### src/rtl/sido_adc_sequencer.sv
// Shares one ADC between the 5V and 3V3 SIDO rails and turns each sample into error/request/emergency signals.
// Optional macro SIDO_ADC_AVG_EN: the error is taken from the average of this sample and the rail's previous raw sample.
module sido_adc_sequencer #(
  parameter int               ADC_W      = 12,
  parameter logic [ADC_W-1:0] REF_5V     = 12'd3103,
  parameter logic [ADC_W-1:0] REF_3V3    = 12'd2048,
  parameter int               HYST       = 8,
  parameter int               EMERG_TH   = 150,
  parameter int               EMERG_CNT  = 4,
  parameter int               SETTLE_CYC = 4,
  parameter int               TIMEOUT    = 63
) (
  input  logic             clk,
  input  logic             reset,
  input  logic             enable,
  output logic             adc_start,
  output logic             adc_ch,
  input  logic             adc_done,
  input  logic [ADC_W-1:0] adc_data,
  output logic [12:0]      error_3v3,
  output logic [12:0]      error_5v,
  output logic             request_3V3,
  output logic             request_5V,
  output logic             emergency_3v3,
  output logic             emergency_5v,
  output logic             sample_valid,
  output logic             adc_timeout
);

  localparam int CW  = $clog2(TIMEOUT + 2);
  localparam int ECW = $clog2(EMERG_CNT + 1);
  localparam logic signed [12:0] HYST_S  = 13'(HYST);
  localparam logic signed [12:0] NHYST_S = -HYST_S;
  localparam logic signed [12:0] TH_S    = 13'(EMERG_TH);
  localparam logic signed [12:0] HALF_S  = 13'(EMERG_TH / 2);

  typedef enum logic [1:0] {S_IDLE, S_SETTLE, S_CONVERT, S_UPDATE} state_t;

  function automatic logic signed [12:0] calc_err(input logic [ADC_W-1:0] refc,
                                                  input logic [ADC_W-1:0] smp);
    calc_err = $signed(13'(refc)) - $signed(13'(smp));
  endfunction

  function automatic logic [ECW-1:0] sat_inc(input logic [ECW-1:0] c);
    sat_inc = (c >= ECW'(EMERG_CNT)) ? c : c + ECW'(1);
  endfunction

  state_t                   r_state, w_next;
  logic [CW-1:0]            r_cnt, w_cnt_nxt;
  logic                     w_start, w_capture, w_timeout, w_update;
  logic [ADC_W-1:0]         r_sample, w_val, w_ref;
  logic                     r_ch, r_valid, r_timeout;
  logic signed [12:0]       r_err_3v3, r_err_5v, w_err;
  logic                     r_req_3v3, r_req_5v, r_em_3v3, r_em_5v;
  logic [ECW-1:0]           r_ecnt_3v3, r_ecnt_5v, w_ecnt_cur, w_ecnt_new;
  logic                     w_req_cur, w_req_new, w_em_cur, w_em_new;

  // Control FSM: one counter serves both the settle delay and the conversion wait.
  always_ff @(posedge clk or posedge reset) begin
    if (reset) begin
      r_state <= S_IDLE;
      r_cnt   <= '0;
    end else begin
      r_state <= w_next;
      r_cnt   <= w_cnt_nxt;
    end
  end

  always_comb begin
    w_next    = r_state;
    w_cnt_nxt = r_cnt;
    w_start   = 1'b0;
    w_capture = 1'b0;
    w_timeout = 1'b0;
    w_update  = 1'b0;
    if (!enable) begin
      w_next    = S_IDLE;
      w_cnt_nxt = '0;
    end else begin
      case (r_state)
        S_IDLE: begin
          w_next    = S_SETTLE;
          w_cnt_nxt = '0;
        end
        S_SETTLE: begin
          if (r_cnt == CW'(SETTLE_CYC - 1)) begin
            w_next    = S_CONVERT;
            w_cnt_nxt = '0;
          end else begin
            w_cnt_nxt = r_cnt + CW'(1);
          end
        end
        S_CONVERT: begin
          // adc_done in the start cycle belongs to nothing we asked for.
          w_start = (r_cnt == '0);
          if ((r_cnt != '0) && adc_done) begin
            w_capture = 1'b1;
            w_next    = S_UPDATE;
            w_cnt_nxt = '0;
          end else if (r_cnt == CW'(TIMEOUT + 1)) begin
            w_timeout = 1'b1;
            w_next    = S_SETTLE;
            w_cnt_nxt = '0;
          end else begin
            w_cnt_nxt = r_cnt + CW'(1);
          end
        end
        S_UPDATE: begin
          w_update  = 1'b1;
          w_next    = S_SETTLE;
          w_cnt_nxt = '0;
        end
        default: begin
          w_next    = S_IDLE;
          w_cnt_nxt = '0;
        end
      endcase
    end
  end

  // Capture stage: raw sample held for the UPDATE cycle.
  always_ff @(posedge clk) begin
    if (w_capture) r_sample <= adc_data;
  end

`ifdef SIDO_ADC_AVG_EN
  logic [ADC_W-1:0] r_prev_3v3, r_prev_5v;
  logic             r_seen_3v3, r_seen_5v;
  logic [ADC_W:0]   w_sum;

  always_ff @(posedge clk) begin
    if (w_update) begin
      if (r_ch) r_prev_5v  <= r_sample;
      else      r_prev_3v3 <= r_sample;
    end
  end

  always_ff @(posedge clk or posedge reset) begin
    if (reset) begin
      r_seen_3v3 <= 1'b0;
      r_seen_5v  <= 1'b0;
    end else if (w_update) begin
      if (r_ch) r_seen_5v  <= 1'b1;
      else      r_seen_3v3 <= 1'b1;
    end
  end

  assign w_sum = {1'b0, r_sample} + {1'b0, (r_ch ? r_prev_5v : r_prev_3v3)};
  assign w_val = (r_ch ? r_seen_5v : r_seen_3v3) ? ADC_W'(w_sum >> 1) : r_sample;
`else
  assign w_val = r_sample;
`endif

  assign w_ref = r_ch ? REF_5V : REF_3V3;
  assign w_err = calc_err(w_ref, w_val);

  always_comb begin
    w_req_cur  = r_ch ? r_req_5v  : r_req_3v3;
    w_em_cur   = r_ch ? r_em_5v   : r_em_3v3;
    w_ecnt_cur = r_ch ? r_ecnt_5v : r_ecnt_3v3;
    w_req_new  = w_req_cur;
    if (w_err >= HYST_S)       w_req_new = 1'b1;
    else if (w_err <= NHYST_S) w_req_new = 1'b0;
    w_ecnt_new = (w_err > TH_S) ? sat_inc(w_ecnt_cur) : '0;
    w_em_new   = w_em_cur;
    if (w_ecnt_new == ECW'(EMERG_CNT)) w_em_new = 1'b1;
    else if (w_err <= HALF_S)          w_em_new = 1'b0;
  end

  // Update stage: only the sampled rail changes; disable drops requests and emergencies.
  always_ff @(posedge clk or posedge reset) begin
    if (reset) begin
      r_ch       <= 1'b0;
      r_valid    <= 1'b0;
      r_timeout  <= 1'b0;
      r_err_3v3  <= '0;
      r_err_5v   <= '0;
      r_req_3v3  <= 1'b0;
      r_req_5v   <= 1'b0;
      r_em_3v3   <= 1'b0;
      r_em_5v    <= 1'b0;
      r_ecnt_3v3 <= '0;
      r_ecnt_5v  <= '0;
    end else begin
      r_valid <= 1'b0;
      if (w_timeout) r_timeout <= 1'b1;
      if (!enable) begin
        r_req_3v3 <= 1'b0;
        r_req_5v  <= 1'b0;
        r_em_3v3  <= 1'b0;
        r_em_5v   <= 1'b0;
      end else if (w_update) begin
        r_valid <= 1'b1;
        r_ch    <= ~r_ch;
        if (r_ch) begin
          r_err_5v  <= w_err;
          r_req_5v  <= w_req_new;
          r_ecnt_5v <= w_ecnt_new;
          r_em_5v   <= w_em_new;
        end else begin
          r_err_3v3  <= w_err;
          r_req_3v3  <= w_req_new;
          r_ecnt_3v3 <= w_ecnt_new;
          r_em_3v3   <= w_em_new;
        end
      end
    end
  end

  assign adc_start     = w_start;
  assign adc_ch        = r_ch;
  assign error_3v3     = r_err_3v3;
  assign error_5v      = r_err_5v;
  assign request_3V3   = r_req_3v3;
  assign request_5V    = r_req_5v;
  assign emergency_3v3 = r_em_3v3;
  assign emergency_5v  = r_em_5v;
  assign sample_valid  = r_valid;
  assign adc_timeout   = r_timeout;

endmodule

### config.mk
export PLATFORM = sky130hd
export DESIGN_NAME = sido_adc_sequencer
export DESIGN_NICKNAME = d
export VERILOG_FILES = /design/src/rtl/sido_adc_sequencer.sv
export SDC_FILE = /design/constraint.sdc
export NUM_CORES = 1
export LEC_CHECK = 0
export CAP_MARGIN = 20
export CORE_MARGIN = 5
export CORE_UTILIZATION = 53
export CTS_CLUSTER_DIAMETER = 200
export DETAILED_ROUTE_END_ITERATION = 8
export PLACE_DENSITY = 0.8
export SLEW_MARGIN = 20
export SYNTH_ARGS = -nofsm -noshare
export SYNTH_HDL_FRONTEND = slang
export SYNTH_SLANG_ARGS = --single-unit
### constraint.sdc
create_clock -name clk -period 3.3 [get_ports clk]
set_input_delay 0.66 -clock clk [delete_from_list [all_inputs] [get_ports clk]]
set_output_delay 0.66 -clock clk [all_outputs]
set_load 0.02 [all_outputs]
# Yosys cells after proc, flatten, opt, wreduce, memory -nomap -nowiden
# Index checks and enable logic that the tools add are counted.
# totals
reg_bits	60
inputBits	16
output_inout_bits	34
word_cells	90
# classes
addsub	3
magnitude_cmp	5
eq_ne	11
n_mux	45
bitwise	1
reduce_logical	11
# op_table
operator	n
$mux 1	31
$mux 7	4
$pmux 7 s3	1
$ge 13x5->1 const B	1
$gt 13x9->1 const B	1
$le 13x4->1 const B	1
$le 13x8->1 const B	1
$sub 12x12->13	1
$mux 11	1
$mux 3	3
$mux 2	4
$reduce_and 2->1	4
$add 7x1->7 const B	1
$eq 7x2->1 const B	1
$eq 7x7->1 const B	1
$logic_not 7->1	1
$reduce_bool 7->1	1
$pmux 2 s3	1
$reduce_and 3->1	2
$eq 2x2->1 const B	2
$ne 2x1->1 const B	2
$ne 4x4->1 const B	1
$add 3x1->3 const B	1
$eq 3x3->1 const B	1
8 further kinds	8

# Longest topological paths before layout
# logic_depth
ltp_word	9
mapped_depth	12
depth_no_buf	11

# Least setup slack after synthesis
# Ideal clock, no wire load.
# synth_timing
path_type	reg2reg
from	reg r_ch (netlist: adc_ch)
to	reg r_req_3v3 (netlist: request_3V3)
setup_time_ps	82
arrival_ps	3019
required_ps	3218
path_slack_ps	200
stages_incl_launch_ff	13
path_buffers	1
cell_sequence	dfrtp_1 > buf_2 > inv_1 > ha_1 > fa_1 > nand2b_1 > a21oi_2 > o21bai_1 > xnor2_1 > nor3_2 > nand2_1 > or4_4 > a31oi_1
# synth_between
elab_chain_cells	8
elab_cells_between_ends	12
# synth_lines
item	line_no	rtl
from (decl)	52	logic r_ch, r_valid, r_timeout;
from (signal assigned)	194	r_ch <= ~r_ch;
$mux 11	154	assign w_ref = r_ch ? REF_5V : REF_3V3;
$sub 12x12->13	41	calc_err = $signed(13'(refc)) - $signed(13'(smp));
$le 13x4->1	163	else if (w_err <= NHYST_S) w_req_new = 1'b0;
$mux 1	163	
$mux 1	162	if (w_err >= HYST_S) w_req_new = 1'b1;
$mux 1	195	if (r_ch) begin
$mux 1	192	end else if (w_update) begin
$mux 1	187	if (!enable) begin
to (signal assigned)	202	r_req_3v3 <= w_req_new;
to (decl)	54	logic r_req_3v3, r_req_5v, r_em_3v3, r_em_5v;
# Parallel ways exist; a longest one is shown, timed or not. The select of a mux whose other input is x is not followed.
# A chain may end at the register's enable or synchronous reset.

# Worst setup path in the final report
# layout_timing
from	reg r_ch (netlist: adc_ch)
to	reg r_ecnt_5v[1]
# layout_between
elab_chain_cells	4
elab_cells_between_ends	9
# layout_lines
item	line_no	rtl
$mux 11 or $mux 3 (tied branches)	154, 160	
$sub 12x12->13 (tied with other cells)	41	
$gt 13x9->1 or $mux 3 (tied branches)	164, 45	
$mux 3	164	w_ecnt_new = (w_err > TH_S) ? sat_inc(w_ecnt_cur) : '0;
to (signal assigned)	198	r_ecnt_5v <= w_ecnt_new;
to (decl)	55	logic [ECW-1:0] r_ecnt_3v3, r_ecnt_5v, w_ecnt_cur, w_ecnt_new;
# Parallel ways exist; a longest one is shown, timed or not.

==> metrics.txt <==
status finished, final reports clean; post-synth top area cell dfrtp_1; synth warn 0; mean post-synth cell area 9.98 um^2; core box area 5510 um^2; HPWL Detailed 4740 um; worst clock skew 0.00499 ns; DR WL/cell 14.8 um; critical path data arrival time 3.12 ns; min-delay worst type register to register; Worst Path Required 3.52 ns; synthesized instance count 299; top post-synthesis cells by count dfrtp_1, nand2_1, o21ai_0; Max-Cap Viols 0; count leader, synth dfrtp_1; pwr/cell area 830 nW/um^2; Die ar. 7230 um^2; Pre-antenna DRT Iters 4; vias in the first global route 2,351; fillers 446; Max IR drop VDD 0.449 mV; RePlAce Congestion 0.867; Synth Net Count 325; H-tree depth 3; critical path capture point type register; grt ovf 0; post-CTS resize count 0; PortBufs 49; CTS Buffer Depth 2; crit path kind register to register; sequential share of the synthesized area 0.523; total CTS buffers 9; crit-path cells inv_1 -> ha_1 -> fa_1 -> nand2b_1 -> a21oi_2 -> o21bai_1 -> xnor2_1 -> o211ai_1 -> o2bb2ai_1 -> o21ai_2 -> o31ai_1; clock sink count 60; period utilisation layout 0.878; Worst-path clk slew 0.07 ns; asr flop ratio synth 0.800; Top Ports 50; Leak Pwr 0.00163 uW; Initial Utilization 0.542; nature of the critical path startpoint register; RSZ-0062 raised after global routing false; GRT Total Usage 0.192; hold_buf cts 0; Post-CTS Setup Repair Bufs 0; synthesis-stage register bit count 60; Die Width 85.1 um; most common flop cell mapped by yosys dfrtp_1; share of layout cells above drive strength 1 0.113; Final Core Density 0.687; Total Neg Setup Slack 0 ns; worst skew pair latency 0.34 ns; clock root cell clkbuf_8; Area growth, synth to finish 26.8%; # diodes 0; antenna violations before repair 0; Routed WL 6420 um; via count 2,374; max_slew headroom 0.462; Slew Limit Fails 0; post-route DRC violation count 0; Final Hold Viols 0; Starting DRT DRC Count 126; global-route wire length before repair 11,000 um; Yosys top cell area share 0.402; Core Rows 27; Syn Std Cell Area 2990 um^2; DR vias/cell 5.46; Final Critical Period 2.90 ns; Post-synth EDFFs 12; Die Span Y 85.1 um; Critical Path Slowest Stage Cell xnor2_1; Slew @ Worst Pin 0.806 ns; largest net degree at the start of global routing 49; slowest stage delay, CP 0.45 ns; fin nets 384; ranking of synthesized cells by area dfrtp_1, edfxtp_1, o21ai_0, nand2_1, ha_1; DRT antenna net count 0; Buf/Inv on CP 1; CTS tree done; Crit path max-delay family compound AO/OA/AOI/OAI gates; Fmax 345 MHz; Final setup viols 0; Netlist cell types 55; CP Max Fanout 6
[metal layers]
metal,track usage,part of all wire
met5,0,0
met4,0.0921,0.018
met3,0.0495,0.067
met2,0.289,0.45
met1,0.258,0.46
[worst reg2reg max path, cell delays in order, from the launching register on]
cell       delay, ns
dfrtp_1         0.35
inv_1           0.05
ha_1            0.25
fa_1            0.42
nand2b_1        0.20
a21oi_2         0.20
o21bai_1        0.10
xnor2_1         0.45
o211ai_1        0.17
o2bb2ai_1       0.22
o21ai_2         0.25
o31ai_1         0.11
[through the flow]
stage	setup slack [ns]	cell area [um^2]	total power (uW)	instances	hold slack, ns
3_3_place_gp	0.593	3590	2470	419	0.456
4_1_cts	0.388	3780	3160	435	0.475
3_5_place_dp	0.464	3590	2520	419	0.456
5_1_grt	0.252	3780	3350	435	0.506
2_1_floorplan	0.200	2990	1940	299	0.443
6_report	0.403	3780	3140	435	0.475
[worst paths after layout]
path,slack (ns),start,end,cells after the start
setup / recovery,0.40,adc_ch$_DFFE_PP0P_,r_ecnt_5v[1]$_DFFE_PP0P_,11
hold / removal,0.48,adc_timeout$_DFFE_PP0P_,adc_timeout$_DFFE_PP0P_,1
setup reg to reg,0.40,adc_ch$_DFFE_PP0P_,r_ecnt_5v[1]$_DFFE_PP0P_,11
hold reg to reg,0.48,adc_timeout$_DFFE_PP0P_,adc_timeout$_DFFE_PP0P_,1
max in group asynchronous,2.05,reset,error_3v3[1]$_DFFE_PP0P_,2
min in group asynchronous,0.77,reset,r_ecnt_5v[1]$_DFFE_PP0P_,2
[where the power goes]
part	internal, uW	switching, uW	total (uW)
registers	953	120	1070
clock network	354	281	635
logic	621	812	1430
total	1930	1210	3140
[cell families (layout without fill, tap and decap cells)]
group,Yosys count,in the layout,share of synthesized area
AO/OA/AOI/OAI,82,82,0.166
multiplexers,8,8,0.0281
adder cells (fa/ha/maj),10,10,0.0444
XOR/XNOR,15,15,0.0440
flip-flops,60,60,0.523
AND/OR/NAND/NOR,105,105,0.170
buffers and inverters,19,83,0.0243
[state kept, by name, indices dropped and copies added (netlist names)]
register       flops
error_3v3         13
error_5v          13
r_sample          12
r_cnt              7
r_ecnt_3v3         3
r_ecnt_5v          3
r_state            2
adc_ch             1
adc_timeout        1
emergency_3v3      1
emergency_5v       1
request_3V3        1
request_5V         1
sample_valid       1
[cell type report]
type	instances	area, um^2	share of cell area
repair buffers	56	543	0.143
flip-flops and latches	60	1560	0.413
clock inverters	4	20.0	0.00529
inverters	11	42.5	0.0112
clock buffers	12	176	0.0466
well taps	72	90.1	0.0238
multi-input cells	220	1350	0.357
[cell usage in the layout, fill, tap and decap left out, drive strengths merged, types with 4 or more instances in the layout]
master and n:
a21oi 14, a31oi 4, and3 4, buf 7, clkbuf 12, clkdlybuf4s50 49, clkinv 5, dfrtp 48
edfxtp 12, ha 9, inv 10, mux2i 5, nand2 47, nand3 7, nor2 26, nor3 5
o21ai 45, o31ai 4, xnor2 8, xor2 7
Note: power is estimated with default switching activity, not from simulation.
